**src/rtl/grf.sv**
```systemverilog
// grf: 32 x 32-bit register file, two combinational read ports, one write port.
// Optional same-cycle write-to-read forwarding is enabled by defining GRF_BYPASS_EN.
module grf #(
   parameter int NREG = 32
) (
   input  logic        clk,
   input  logic        reset_n,
   input  logic [4:0]  A1,
   input  logic [4:0]  A2,
   input  logic [4:0]  A3,
   input  logic        WE,
   input  logic [31:0] WD,
   output logic [31:0] RD1,
   output logic [31:0] RD2,
   output logic [31:0] wcnt
);

   // Register 0 has no storage; its reads are forced to zero below.
   logic [31:0] regs_q [1:NREG-1];
   logic [31:0] wcnt_q;
   logic [31:0] wcnt_d;
   logic        wr_en;

   assign wr_en  = WE && (A3 != 5'd0);
   assign wcnt_d = wr_en ? (wcnt_q + 32'd1) : wcnt_q;

   always_ff @(posedge clk or negedge reset_n) begin
      if (!reset_n) begin
         for (int i = 1; i < NREG; i++) begin
            regs_q[i] <= '0;
         end
         wcnt_q <= '0;
      end else begin
         if (wr_en) begin
            regs_q[A3] <= WD;
         end
         wcnt_q <= wcnt_d;
      end
   end

`ifdef GRF_BYPASS_EN
   // Forwarding is gated by reset so outputs stay zero while reset is held.
   logic byp_en;
   assign byp_en = reset_n && wr_en;
`endif

   always_comb begin
      RD1 = (A1 == 5'd0) ? 32'h0 : regs_q[A1];
      RD2 = (A2 == 5'd0) ? 32'h0 : regs_q[A2];
`ifdef GRF_BYPASS_EN
      if (byp_en && (A3 == A1)) RD1 = WD;
      if (byp_en && (A3 == A2)) RD2 = WD;
`endif
   end

   assign wcnt = wcnt_q;

endmodule

```
**config.mk**
```make
export PLATFORM = sky130hd
export DESIGN_NAME = grf
export DESIGN_NICKNAME = d
export VERILOG_FILES = /design/src/rtl/grf.sv
export SDC_FILE = /design/constraint.sdc
export NUM_CORES = 2
export LEC_CHECK = 0
export CAP_MARGIN = 25
export CORE_MARGIN = 8
export CORE_UTILIZATION = 40
export CTS_BUF_LIST = sky130_fd_sc_hd__clkbuf_8 sky130_fd_sc_hd__clkbuf_16
export CTS_CLUSTER_DIAMETER = 150
export CTS_CLUSTER_SIZE = 16
export DETAILED_ROUTE_END_ITERATION = 6
export PLACE_DENSITY_LB_ADDON = 0.12
export SLEW_MARGIN = 30
export SYNTH_ARGS = -nofsm -noshare
export SYNTH_HDL_FRONTEND = slang
export SYNTH_SLANG_ARGS = --single-unit
export TNS_END_PERCENT = 1
```
**constraint.sdc**
```tcl
create_clock -name clk -period 3.3 [get_ports clk]
set_input_delay 0.66 -clock clk [delete_from_list [all_inputs] [get_ports clk]]
set_output_delay 0.66 -clock clk [all_outputs]
set_load 0.01 [all_outputs]
```
==> impl_metrics.yaml <==
final_layout:
  drive_gt1_frac: 0.536
  fill_cells: 12000
  final_nets: 4040
  fin_util: 0.473
  syn_to_final_growth_pct: 17.3
worst_setup_path:
  crit_fanout: 9
  path_class: "input pin to output pin"
  cpMostUsedCell: "clkdlybuf4s50_1"
  cp_slowest_cell: "clkdlybuf4s50_1"
  crit_path_cell_trace: "clkdlybuf4s50_1 > buf_12 > or2_4 > buf_4 > nor3_1 > or3_4 > clkdlybuf4s50_1"
  r2r_slack_ns: 1.10
  timing.rr.end: "wcnt[18]"
  r2r_cells: 5
  cp-start-kind: "input pin"
  max_stage_delay_ns: 0.51
  crit_arrival_ns: 2.85
  cp-end-kind: "output pin"
  required_ns: 2.64
  reg2reg_from: "wcnt[9]"
clock_tree:
  path_clk_slew_ns: 0.07
  clk_path_buf_depth: 3
  root_buffer: "clkbuf_16"
  htreeDepth: 3
  tritoncts: "done"
  cts.sinks: 1024
  cts-buffers-inserted: 73
  insertion_delay_ns: 0.66
grt:
  grt_usage: 0.240
  grt_pass1_wl_mm: 263
  grt_overflow: 0
  grt_pass1_vias: 36500
  grt_max_degree: 105
  antenna_found_initial: 8
route:
  first_pass_iters: 7
  drc: 0
  drtIter0Drc: 2555
  drtAntennaViolNets: 0
  wirelength_mm: 178
  vias: 35100
  viasPerCell: 6.09
  wire_per_inst_um: 30.8
place:
  dp_hpwl_mm: 114
  gp_congestion: 0.793
  io_buffers: 145
floorplanning:
  start_util: 0.403
  ios: 146
  die_y_um: 386
  core_area_sq_um: 135000
  die_w_um: 386
  rows: 135
  die_area_sq_um: 149000
hold_path:
  hold_depth: 1
  holdPathEnd: "wcnt[31]"
  hp-start: "wcnt[31]"
  hold_class: "flip-flop to flip-flop"
power:
  p_leak_nw: 27.7
  powerDensity_nw_per_um2: 529
  ir_drop_uv: 408
yosys:
  syn_area_per_cell_sq_um: 14.6
  netlist_area_sq_um: 54600
  synth_fp_nets: 3787
  netlist-cell-type-count: 50
  syn_inst: 3736
  synth_edf_count: 0
  synth-seq-cells: 1024
  ys_warn_count: 0
  synth_ff_type: "dfrtp_1"
  yosysSeqAreaShare: 0.469
  synth-async-reset-ratio: 1.00
sta:
  rsz0062_at_grt: "yes"
  fin_crit_sh: 1.06
  worst_slack_ns: -0.211
  slew_violations: 0
  setup_tns_ns: -0.697
  slew_headroom: 0.465
  hold_viol: 0
  fmax_mhz: 285
  fin_crit_ns: 3.51
  setup_violations: 10
  fin_skew_ns: 0.00243
  worst_pin_slew_ns: 0.796
outcome:
  violations: "negative setup slack"
  status: "finished with violations"
run:
  max-cap-violations: 0
sequential cells by signal (all words and copies together) (netlist names):
name / flops
regs_q: 992
wcnt: 32
cell usage after synthesis, types with 5 or more instances:
master,number,area share
nor3_1,29,0.0027
buf_2,85,0.0078
a211oi_1,7,0.00096
dfrtp_1,1024,0.47
mux2_2,1050,0.22
and2_1,5,0.00057
or3_1,17,0.0019
o221ai_1,32,0.0051
nand4_1,9,0.0010
xor2_1,9,0.0014
xnor2_1,22,0.0035
a22o_1,10,0.0016
a22oi_1,56,0.0077
a2111oi_0,21,0.0034
clkbuf_1,203,0.014
a31oi_1,17,0.0019
o21ai_0,32,0.0029
mux2i_1,225,0.041
nand2_1,71,0.0049
nor2b_1,41,0.0047
a211o_1,10,0.0016
a21oi_1,44,0.0040
mux4_2,405,0.17
inv_1,13,0.00089
buf_4,11,0.0015
nor2_1,76,0.0052
buf_6,16,0.0033
o211ai_1,11,0.0015
and3_1,6,0.00069
nand3_1,16,0.0015
o22ai_1,14,0.0016
a221oi_1,32,0.0051
buf_1,73,0.0050
mux2_4,13,0.0036
nand2b_1,6,0.00069
final cells by class:
cell class / instances / area (sq um) / area share
flip-flops and latches: 1024 / 25600 / 0.400
clock buffers: 74 / 1850 / 0.0289
clock inverters: 3 / 33.8 / 0.000527
repair buffers: 567 / 6380 / 0.0996
multi-input cells: 2310 / 27900 / 0.435
diodes: 2 / 5.00 / 0.0000781
inverters: 13 / 48.8 / 0.000762
well taps: 1781 / 2230 / 0.0348
worst max-delay path: cells and delay by family:
family	cells	cell delay, ns
and+or+nand+nor	3	0.74
buffers and inverters	4	1.42
metal layers:
metal / vias up / GRT usage / part of all wire
li1: 14800 / - / -
met1: 19200 / 0.350 / 0.47
met2: 959 / 0.369 / 0.45
met3: 238 / 0.0440 / 0.056
met4: 2 / 0.0623 / 0.026
met5: - / 0 / 0.000073
cell usage in the layout (no fill, tap or decap), drive strengths merged, types with 34 or more instances in the layout:
cell type	netlist	final
a21oi	44	44
a22oi	56	56
buf	185	454
clkbuf	204	81
clkdlybuf4s50	0	60
dfrtp	1024	1024
mux2	1063	1063
mux2i	225	225
mux4	405	405
nand2	71	71
nor2	76	76
nor2b	41	41
o21ai	34	34
metrics by stage:
stage	power [mW]	hold slack [ns]	setup slack (ns)	instance area [sq um]	instances
floorplan	22.2	0.364	0.345	54600	3736
global placement	25.2	0.465	-0.634	61400	5682
detailed placement	25.4	0.471	-0.641	61400	5682
CTS	34.2	0.481	-0.217	64000	5772
global route	35.6	0.525	-0.244	64100	5772
finish	33.9	0.479	-0.211	64100	5774
where the power goes:
part,total [mW],internal [mW],switching (mW)
clock network,8.58,4.00,4.59
logic,8.52,5.16,3.37
registers,16.8,15.0,1.84
total,33.9,24.1,9.79
how the worst max path moves through the flow:
stage,slack (ns),cells past startpoint,from,end
2_1_floorplan,0.34,7,A1[1],RD1[21]
3_3_place_gp,-0.63,9,A1[0],RD1[13]
3_5_place_dp,-0.64,9,A1[0],RD1[13]
4_1_cts,-0.22,7,A1[0],RD1[23]
5_1_grt,-0.24,7,regs_q[574],RD2[30]
6_report,-0.21,7,A1[3],RD1[22]
kinds of logic (layout without fill, tap and decap cells):
group | after synthesis | count (layout) | share of synthesized area
flip-flops | 1024 | 1024 | 0.469
AND/OR/NAND/NOR | 295 | 295 | 0.0266
other | 0 | 2 | 0
multiplexers | 1693 | 1693 | 0.428
buffers and inverters | 402 | 657 | 0.0326
XOR/XNOR | 31 | 31 | 0.00497
adder cells (fa/ha/maj) | 1 | 1 | 0.000229
AO/OA/AOI/OAI | 290 | 290 | 0.0381
repair_timing:
| action | CTS | global route |
|---|---|---|
| setup buffers | 5 | 0 |
| setup endpoints to repair | 64 | 54 |
| hold buffers | 1 | 0 |
| pin swaps | 10 | 6 |
| gates cloned | 7 | 0 |
| endpoints found under the hold margin | 23 | 0 |
| resized for setup | 218 | 55 |
(Power assumes the default switching activity.)
